<file path="config.mk">
export PLATFORM = sky130hd
export DESIGN_NAME = ws281x_decode
export DESIGN_NICKNAME = d
export VERILOG_FILES = /design/src/rtl/ws281x_decode.sv
export SDC_FILE = /design/constraint.sdc
export NUM_CORES = 1
export LEC_CHECK = 0
export ABC_AREA = 1
export BUFFER_PORTS_ARGS = -buffer_cell sky130_fd_sc_hd__buf_2
export CORE_ASPECT_RATIO = 1.1
export CORE_MARGIN = 5
export CORE_UTILIZATION = 45
export CTS_CLUSTER_DIAMETER = 60
export CTS_CLUSTER_SIZE = 14
export DETAILED_ROUTE_END_ITERATION = 16
export PLACE_DENSITY_LB_ADDON = 0.08
export SETUP_SLACK_MARGIN = 0.05
export SLEW_MARGIN = 20
export SYNTH_ARGS = -nofsm -noshare
export SYNTH_HDL_FRONTEND = slang
export SYNTH_SLANG_ARGS = --single-unit
</file>
<file path="constraint.sdc">
create_clock -name clk_in -period 2.5 [get_ports clk_in]
set_clock_uncertainty 0.15 [all_clocks]
set_input_delay 0.25 -clock clk_in [delete_from_list [all_inputs] [get_ports clk_in]]
set_output_delay 0.25 -clock clk_in [all_outputs]
set_load 0.02 [all_outputs]
</file>
<file path="src/rtl/ws281x_decode.sv">
// WS281x single-wire receiver: synchronises the line, slices each high pulse to a bit,
// packs bits MSB-first into bytes and writes them to a frame buffer port.
module ws281x_decode #(
  parameter int ADDR_WIDTH = 6,
  parameter int CNT_WIDTH  = 8,
  parameter int RST_CYCLES = 4000
) (
  input  logic                  clk_in,
  input  logic                  rst_in,
  input  logic                  ws281x_data_in,
  input  logic [CNT_WIDTH-1:0]  thr_cnt_in,
  output logic                  wr_en_out,
  output logic [ADDR_WIDTH-1:0] wr_addr_out,
  output logic [7:0]            wr_data_out,
  output logic                  wr_done_out,
  output logic                  err_out
);

  localparam int IDLE_W = $clog2(RST_CYCLES + 1);
  localparam logic [IDLE_W-1:0]     IDLE_END = IDLE_W'(RST_CYCLES);
  localparam logic [CNT_WIDTH-1:0]  HIGH_MAX = '1;
  localparam logic [ADDR_WIDTH-1:0] ADDR_MAX = '1;

  typedef enum logic [1:0] {S_SYNC, S_IDLE, S_HIGH, S_LOW} state_t;

  state_t                r_state, w_next;
  logic                  r_sync1, r_sync2, r_prev;
  logic [CNT_WIDTH-1:0]  r_high;
  logic [IDLE_W-1:0]     r_idle;
  logic [6:0]            r_shift;
  logic [2:0]            r_bitcnt;
  logic [ADDR_WIDTH-1:0] r_addr;
  logic                  r_full;     // last address written; further bytes overflow
  logic                  r_ovf;      // overflow already reported this frame
  logic                  r_written;
  logic                  r_wr_en, r_done, r_err;
  logic [ADDR_WIDTH-1:0] r_wr_addr;
  logic [7:0]            r_wr_data;

  logic       w_line, w_rise, w_fall, w_bit;
  logic [7:0] w_byte;
  logic       w_take, w_sat, w_eof;

  assign w_line = r_sync2;
  assign w_rise = r_sync2 & ~r_prev;
  assign w_fall = ~r_sync2 & r_prev;
  assign w_bit  = (r_high >= thr_cnt_in);
  assign w_byte = {r_shift, w_bit};

  // NOTE: every output of this block is given a default first, so no path leaves
  // a signal unassigned and no latch is inferred.
  always_comb begin
    w_next = r_state;
    w_take = 1'b0;
    w_sat  = 1'b0;
    w_eof  = 1'b0;
    case (r_state)
      S_SYNC: if (r_idle == IDLE_END) w_next = S_IDLE;
      S_IDLE: if (w_rise) w_next = S_HIGH;
      S_HIGH: begin
        if (w_fall) begin
          w_take = 1'b1;
          w_next = S_LOW;
        end else if (r_high == HIGH_MAX) begin
          w_sat  = 1'b1;
          w_next = S_SYNC;
        end
      end
      S_LOW: begin
        if (w_rise) begin
          w_next = S_HIGH;
        end else if (r_idle == IDLE_END) begin
          w_eof  = 1'b1;
          w_next = S_IDLE;
        end
      end
      default: w_next = S_SYNC;
    endcase
  end

  // NOTE: state is updated with non-blocking assignments so every register samples
  // the pre-edge values, regardless of statement order.
  always_ff @(posedge clk_in or posedge rst_in) begin
    if (rst_in) begin
      r_state   <= S_SYNC;
      r_sync1   <= 1'b0;
      r_sync2   <= 1'b0;
      r_prev    <= 1'b0;
      r_high    <= '0;
      r_idle    <= '0;
      r_shift   <= '0;
      r_bitcnt  <= '0;
      r_addr    <= '0;
      r_full    <= 1'b0;
      r_ovf     <= 1'b0;
      r_written <= 1'b0;
      r_wr_en   <= 1'b0;
      r_done    <= 1'b0;
      r_err     <= 1'b0;
      r_wr_addr <= '0;
      r_wr_data <= '0;
    end else begin
      r_sync1 <= ws281x_data_in;
      r_sync2 <= r_sync1;
      r_prev  <= r_sync2;
      r_state <= w_next;
      r_wr_en <= 1'b0;
      r_done  <= 1'b0;
      r_err   <= 1'b0;

      if (w_line)                r_idle <= '0;
      else if (r_idle != IDLE_END) r_idle <= r_idle + 1'b1;

      // The rising-edge cycle is itself the first high cycle of the pulse.
      if (w_rise)                                      r_high <= CNT_WIDTH'(1);
      else if (r_state == S_HIGH && r_high != HIGH_MAX) r_high <= r_high + 1'b1;

      if (w_take) begin
        r_shift  <= w_byte[6:0];
        r_bitcnt <= r_bitcnt + 3'd1;
        if (r_bitcnt == 3'd7) begin
          if (!r_full) begin
            r_wr_en   <= 1'b1;
            r_wr_addr <= r_addr;
            r_wr_data <= w_byte;
            r_written <= 1'b1;
            if (r_addr == ADDR_MAX) r_full <= 1'b1;
            else                    r_addr <= r_addr + 1'b1;
          end else if (!r_ovf) begin
            r_err <= 1'b1;
            r_ovf <= 1'b1;
          end
        end
      end

      if (w_sat || w_eof) begin
        r_err     <= w_sat | (r_bitcnt != 3'd0);
        r_done    <= w_eof & r_written;
        r_bitcnt  <= '0;
        r_addr    <= '0;
        r_full    <= 1'b0;
        r_ovf     <= 1'b0;
        r_written <= 1'b0;
      end
    end
  end

  assign wr_en_out   = r_wr_en;
  assign wr_addr_out = r_wr_addr;
  assign wr_data_out = r_wr_data;
  assign wr_done_out = r_done;
  assign err_out     = r_err;

endmodule

</file>
Yosys cells after proc, flatten, opt, wreduce, memory -nomap -nowiden
Cells that the tools add are included.
Widths: inputs -> output; s select.
{ "totals": {"ff_bits": 61, "input_bits": 11} }
{ "op_classes": {"n_addsub": 4, "n_eq_ne": 13, "muxes": 47, "n_lt_le_gt_ge": 1, "reduce_logical": 15, "bitwise": 7} }
{ "op_table": {"columns": ["cell", "count"], "rows": [
  ["$mux 1", 30],
  ["$mux 6", 5],
  ["$mux 12", 2],
  ["$mux 8", 2],
  ["$add 12x1->12 const B", 1],
  ["$eq 12x12->1 const B", 1],
  ["$ne 12x12->1 const B", 1],
  ["$mux 2", 5],
  ["$reduce_bool 2->1", 5],
  ["$reduce_and 3->1", 3],
  ["$add 8x1->8 const B", 1],
  ["$eq 8x8->1 const B", 1],
  ["$ge 8x8->1", 1],
  ["$ne 8x8->1 const B", 1],
  ["$pmux 2 s4", 1],
  ["$add 6x1->6 const B", 1],
  ["$eq 6x6->1 const B", 1],
  ["$mux 3", 2],
  ["$eq 2x2->1 const B", 2],
  ["$ne 2x1->1 const B", 2],
  ["$reduce_and 2->1", 2],
  ["$reduce_and 4->1", 1],
  ["$add 3x1->3 const B", 1],
  ["$and 1x1->1", 3],
  ["10 further kinds", 12]
]} }

Longest topological paths before layout
{ "logic_depth": {"word_depth": 7, "ltp_mapped": 11} }

Worst setup path after synthesis
Ideal clock, no wire load.
{ "synth_timing": {"path_kind": "reg2reg", "from": "register r_bitcnt[0]", "to": "register r_addr[3]", "setup_ps": 114, "n_path_buf": 0, "stages_incl_launch_ff": 10, "t_arrival_ps": 1388, "setup_slack_ps": 848, "synth_period_minus_slack_ps": 1652, "required_ps": 2236, "cell_sequence": "dfrtp_1 > ha_1 > ha_1 > inv_1 > nor2_2 > nand3_4 > nor3_2 > or2_2 > inv_1 > nor2_1"} }
{ "synth_via": {"elab_chain_len": 3} }
{ "synth_lines": {"columns": ["item", "line", "rtl"], "rows": [
  ["start: declaration", "31", "logic [2:0] r_bitcnt;"],
  ["start signal: assignment", "120", "r_bitcnt <= r_bitcnt + 3'd1;"],
  ["$eq 3x3->1", "121", "if (r_bitcnt == 3'd7) begin"],
  ["$reduce_bool 2->1 (no line)", null, null],
  ["$reduce_and 4->1 (no line)", null, null],
  ["end signal: assignment", "128", "else r_addr <= r_addr + 1'b1;"],
  ["end: declaration", "32", "logic [ADDR_WIDTH-1:0] r_addr;"]
]} }
Every way passes these cells.
A chain may end at the register's enable or synchronous reset.

Final worst setup path
{ "layout_timing": {"from": "register r_bitcnt[0]", "to": "register r_addr[4]"} }
The elaborated chain is that of the path after synthesis.

==> flow_summary.ini <==
[status]
run_status = complete, no violations

[synthesis]
yosysSeqAreaShare_pct = 49.0
netlist_area_um2 = 3110
postSynthCellCount = 378
synth_nets = 404
ys_warn_count = 0
avgSynthCellArea_um2 = 8.24
yosys_register_bits = 61
synth_cell_type_count = 31

[critical_path]
reg2reg_depth = 11
critPathKind = reg2reg
cp.buffers_inverters = 1
crit_family = simple AND/OR/NAND/NOR gates
setup.worst_path.start = r_bitcnt[0]
cp.required_ns = 2.59
reg2reg_slack_ns = 0.56
r2r_end = r_addr[4]
critPathLaunchType = register
critPathCapture = r_addr[4]
slowest_stage = dfrtp_1
crit_fanout = 27
crit_path_end_kind = register
crit_cells = 11
regToRegStartpoint = r_bitcnt[0]
critPathArrivalTime_ns = 2.03
max_stage_delay_ns = 0.37
worstPathCellList = ha_1 > ha_1 > inv_1 > nor2_2 > nand3_4 > nor2_4 > nand2_2 > nor2_1 > nand2_1 > nand2_1 > nor2_1

[timing]
setup_viol = 0
finalHoldViolations = 0
max_slew_margin_pct = 65.4
rsz0062_at_grt = false
finalSetupTns_ns = 0
clock.fmax_ghz = 0.516
timing.final.max_slew_violations = 0
finalCritPeriodShare_pct = 77.5
worstMarginPinSlew_ns = 0.519
fin_crit_ns = 1.94

[power_and_ir_drop]
p_leak_nw = 1.88
powerDensity_nw_per_um2 = 562
irDropWorstVdd_v = 0.000402
finalPower_w = 0.00202

[cts]
clockBufferDepth = 2
cts_resized = 0
cts_root_buf = clkbuf_8
cts_tree = yes
htreeDepth = 3
path_clk_slew_ns = 0.08
clkLatencyLatePin_ns = 0.34
cts_buffers = 9
clkSinkCount = 61
cts_setup_buffers = 0
hold_buffers = 2

[job]
drv_cap = 0

[die]
dieArea_um2 = 8690
rows = 31
ios = 28
chipWidth_um = 89.3
core_area_um2 = 6670
die_height_um = 97.3
start_util_pct = 46.7

[cells_and_area]
nNetsFinal = 442
fin_cells = 503
final_layout_size_suffix_gt1_share_pct = 15.4
diodes = 0
regArea_um2 = 1530
finalCoreUtilization_pct = 53.9
multi_input_area_um2 = 1340
area_delta_synth_final_pct = 15.5
n_fill_cell = 627

[route]
drc_errors = 0
antenna_left = 0
drt_iter0_drc = 67
num_vias = 2447
routed_wl_um = 5810
viasPerCell = 4.86
first_pass_iters = 4
routedWlPerCell_um = 11.6

[global_route]
antenna_found_initial = 0
grt_max_degree = 40
overflow = 0
grt_first_pass_wirelength_um = 10200
grt_pass1_vias = 2366
gr-usage-all-layers_pct = 14.8

[worst_hold_path]
hp-class = reg2reg

[placement]
gp_congestion = 0.796
dp_cells = 485
dp_hpwl_um = 4310
io_buffer_count = 27
==> state kept, by name, indices dropped and copies added (netlist names), 2 cells and up <==
signal       count
r_addr           6
r_state          2
r_high           8
wr_data_out      8
r_bitcnt         3
wr_addr_out      6
r_shift          7
r_idle          12
==> worst min path at each step <==
stage | start | endpoint | depth (start not counted)
2_1_floorplan | ws281x_data_in | r_sync1 | 0
3_3_place_gp | rst_in | wr_done_out | 2
3_5_place_dp | rst_in | wr_done_out | 2
4_1_cts | r_sync1 | r_sync2 | 0
5_1_grt | r_sync1 | r_sync2 | 0
6_report | r_sync1 | r_sync2 | 0
==> final cells by class <==
cell class              instances  area share, %
clock buffers                  10           3.55
multi-input cells             251           37.2
flip-flops and latches         61           42.4
clock inverters                 6           2.43
inverters                      62           6.47
well taps                      82           2.85
repair buffers                 31           5.08
==> stage by stage <==
| stage | setup WS, ns | instance area, um2 | hold slack (ns) |
|---|---|---|---|
| 2_1_floorplan | 0.587 | 3110 | 0.131 |
| 3_3_place_gp | 0.578 | 3360 | 0.166 |
| 3_5_place_dp | 0.554 | 3360 | 0.164 |
| 4_1_cts | 0.555 | 3600 | 0.201 |
| 5_1_grt | 0.379 | 3600 | 0.203 |
| 6_report | 0.563 | 3600 | 0.199 |
==> metal layers <==
metal  track usage [%]  vias up  share of wire [%]
met3              3.65        6                4.8
met4              6.76        0               0.93
met2              22.5       37                 45
li1                  -     1272                  -
met1              19.7     1132                 49
met5                 0        -                  0
==> cells in the mapped netlist (all sizes together) <==
cell type  instances  area share, %
a21o               1           0.24
ha                15            6.0
or2                1           0.20
o21ai             31            5.0
nand3             18            3.5
inv               62            7.5
o21bai             1           0.36
nand3b             1           0.24
and2               1           0.20
o31ai              2           0.48
a31oi              2           0.40
nand4              5            1.0
nor2              41            6.5
xor2               4            1.1
o21a               1           0.24
dfrtp             61             49
nor3              13            2.8
nor3b              1           0.40
buf                1           0.16
clkbuf             3           0.36
a21oi             15            2.4
nand2             98             12
==> cells by family (layout without fill, tap and decap cells) <==
family,count (synthesis),count (layout),synth area share [%]
AO/OA/AOI/OAI,53,53,9.12
XOR/XNOR,4,4,1.12
adder cells (fa/ha/maj),15,15,6.03
buffers and inverters,66,109,7.99
flip-flops,61,61,49.0
AND/OR/NAND/NOR,179,179,26.7
==> cells in the final DEF (no fill, tap or decap), types with 2 or more instances in the layout <==
| cell type | instances |
|---|---|
| nand2_1 | 96 |
| dfrtp_1 | 61 |
| inv_1 | 58 |
| nor2_1 | 34 |
| o21ai_0 | 30 |
| buf_2 | 27 |
| nand3_1 | 16 |
| a21oi_1 | 15 |
| ha_1 | 15 |
| nor3_1 | 10 |
| clkbuf_8 | 9 |
| nor2_4 | 6 |
| nand4_1 | 5 |
| xor2_1 | 4 |
| inv_2 | 4 |
| o31ai_1 | 2 |
| nand2_2 | 2 |
| nor3_2 | 2 |
| a31oi_1 | 2 |
| bufinv_16 | 2 |
| clkinv_2 | 2 |
| clkinv_4 | 2 |
| dlygate4sd3_1 | 2 |
==> power by group <==
part           leakage [nW]  internal [W]  total [W]  switching (W)
Sequential            0.830      0.000995    0.00100     0.00000686
Clock                 0.110      0.000561   0.000943       0.000382
Combinational         0.938     0.0000271  0.0000787      0.0000516
Total                  1.88       0.00158    0.00202       0.000440
Power figures use the tool's default switching activity.
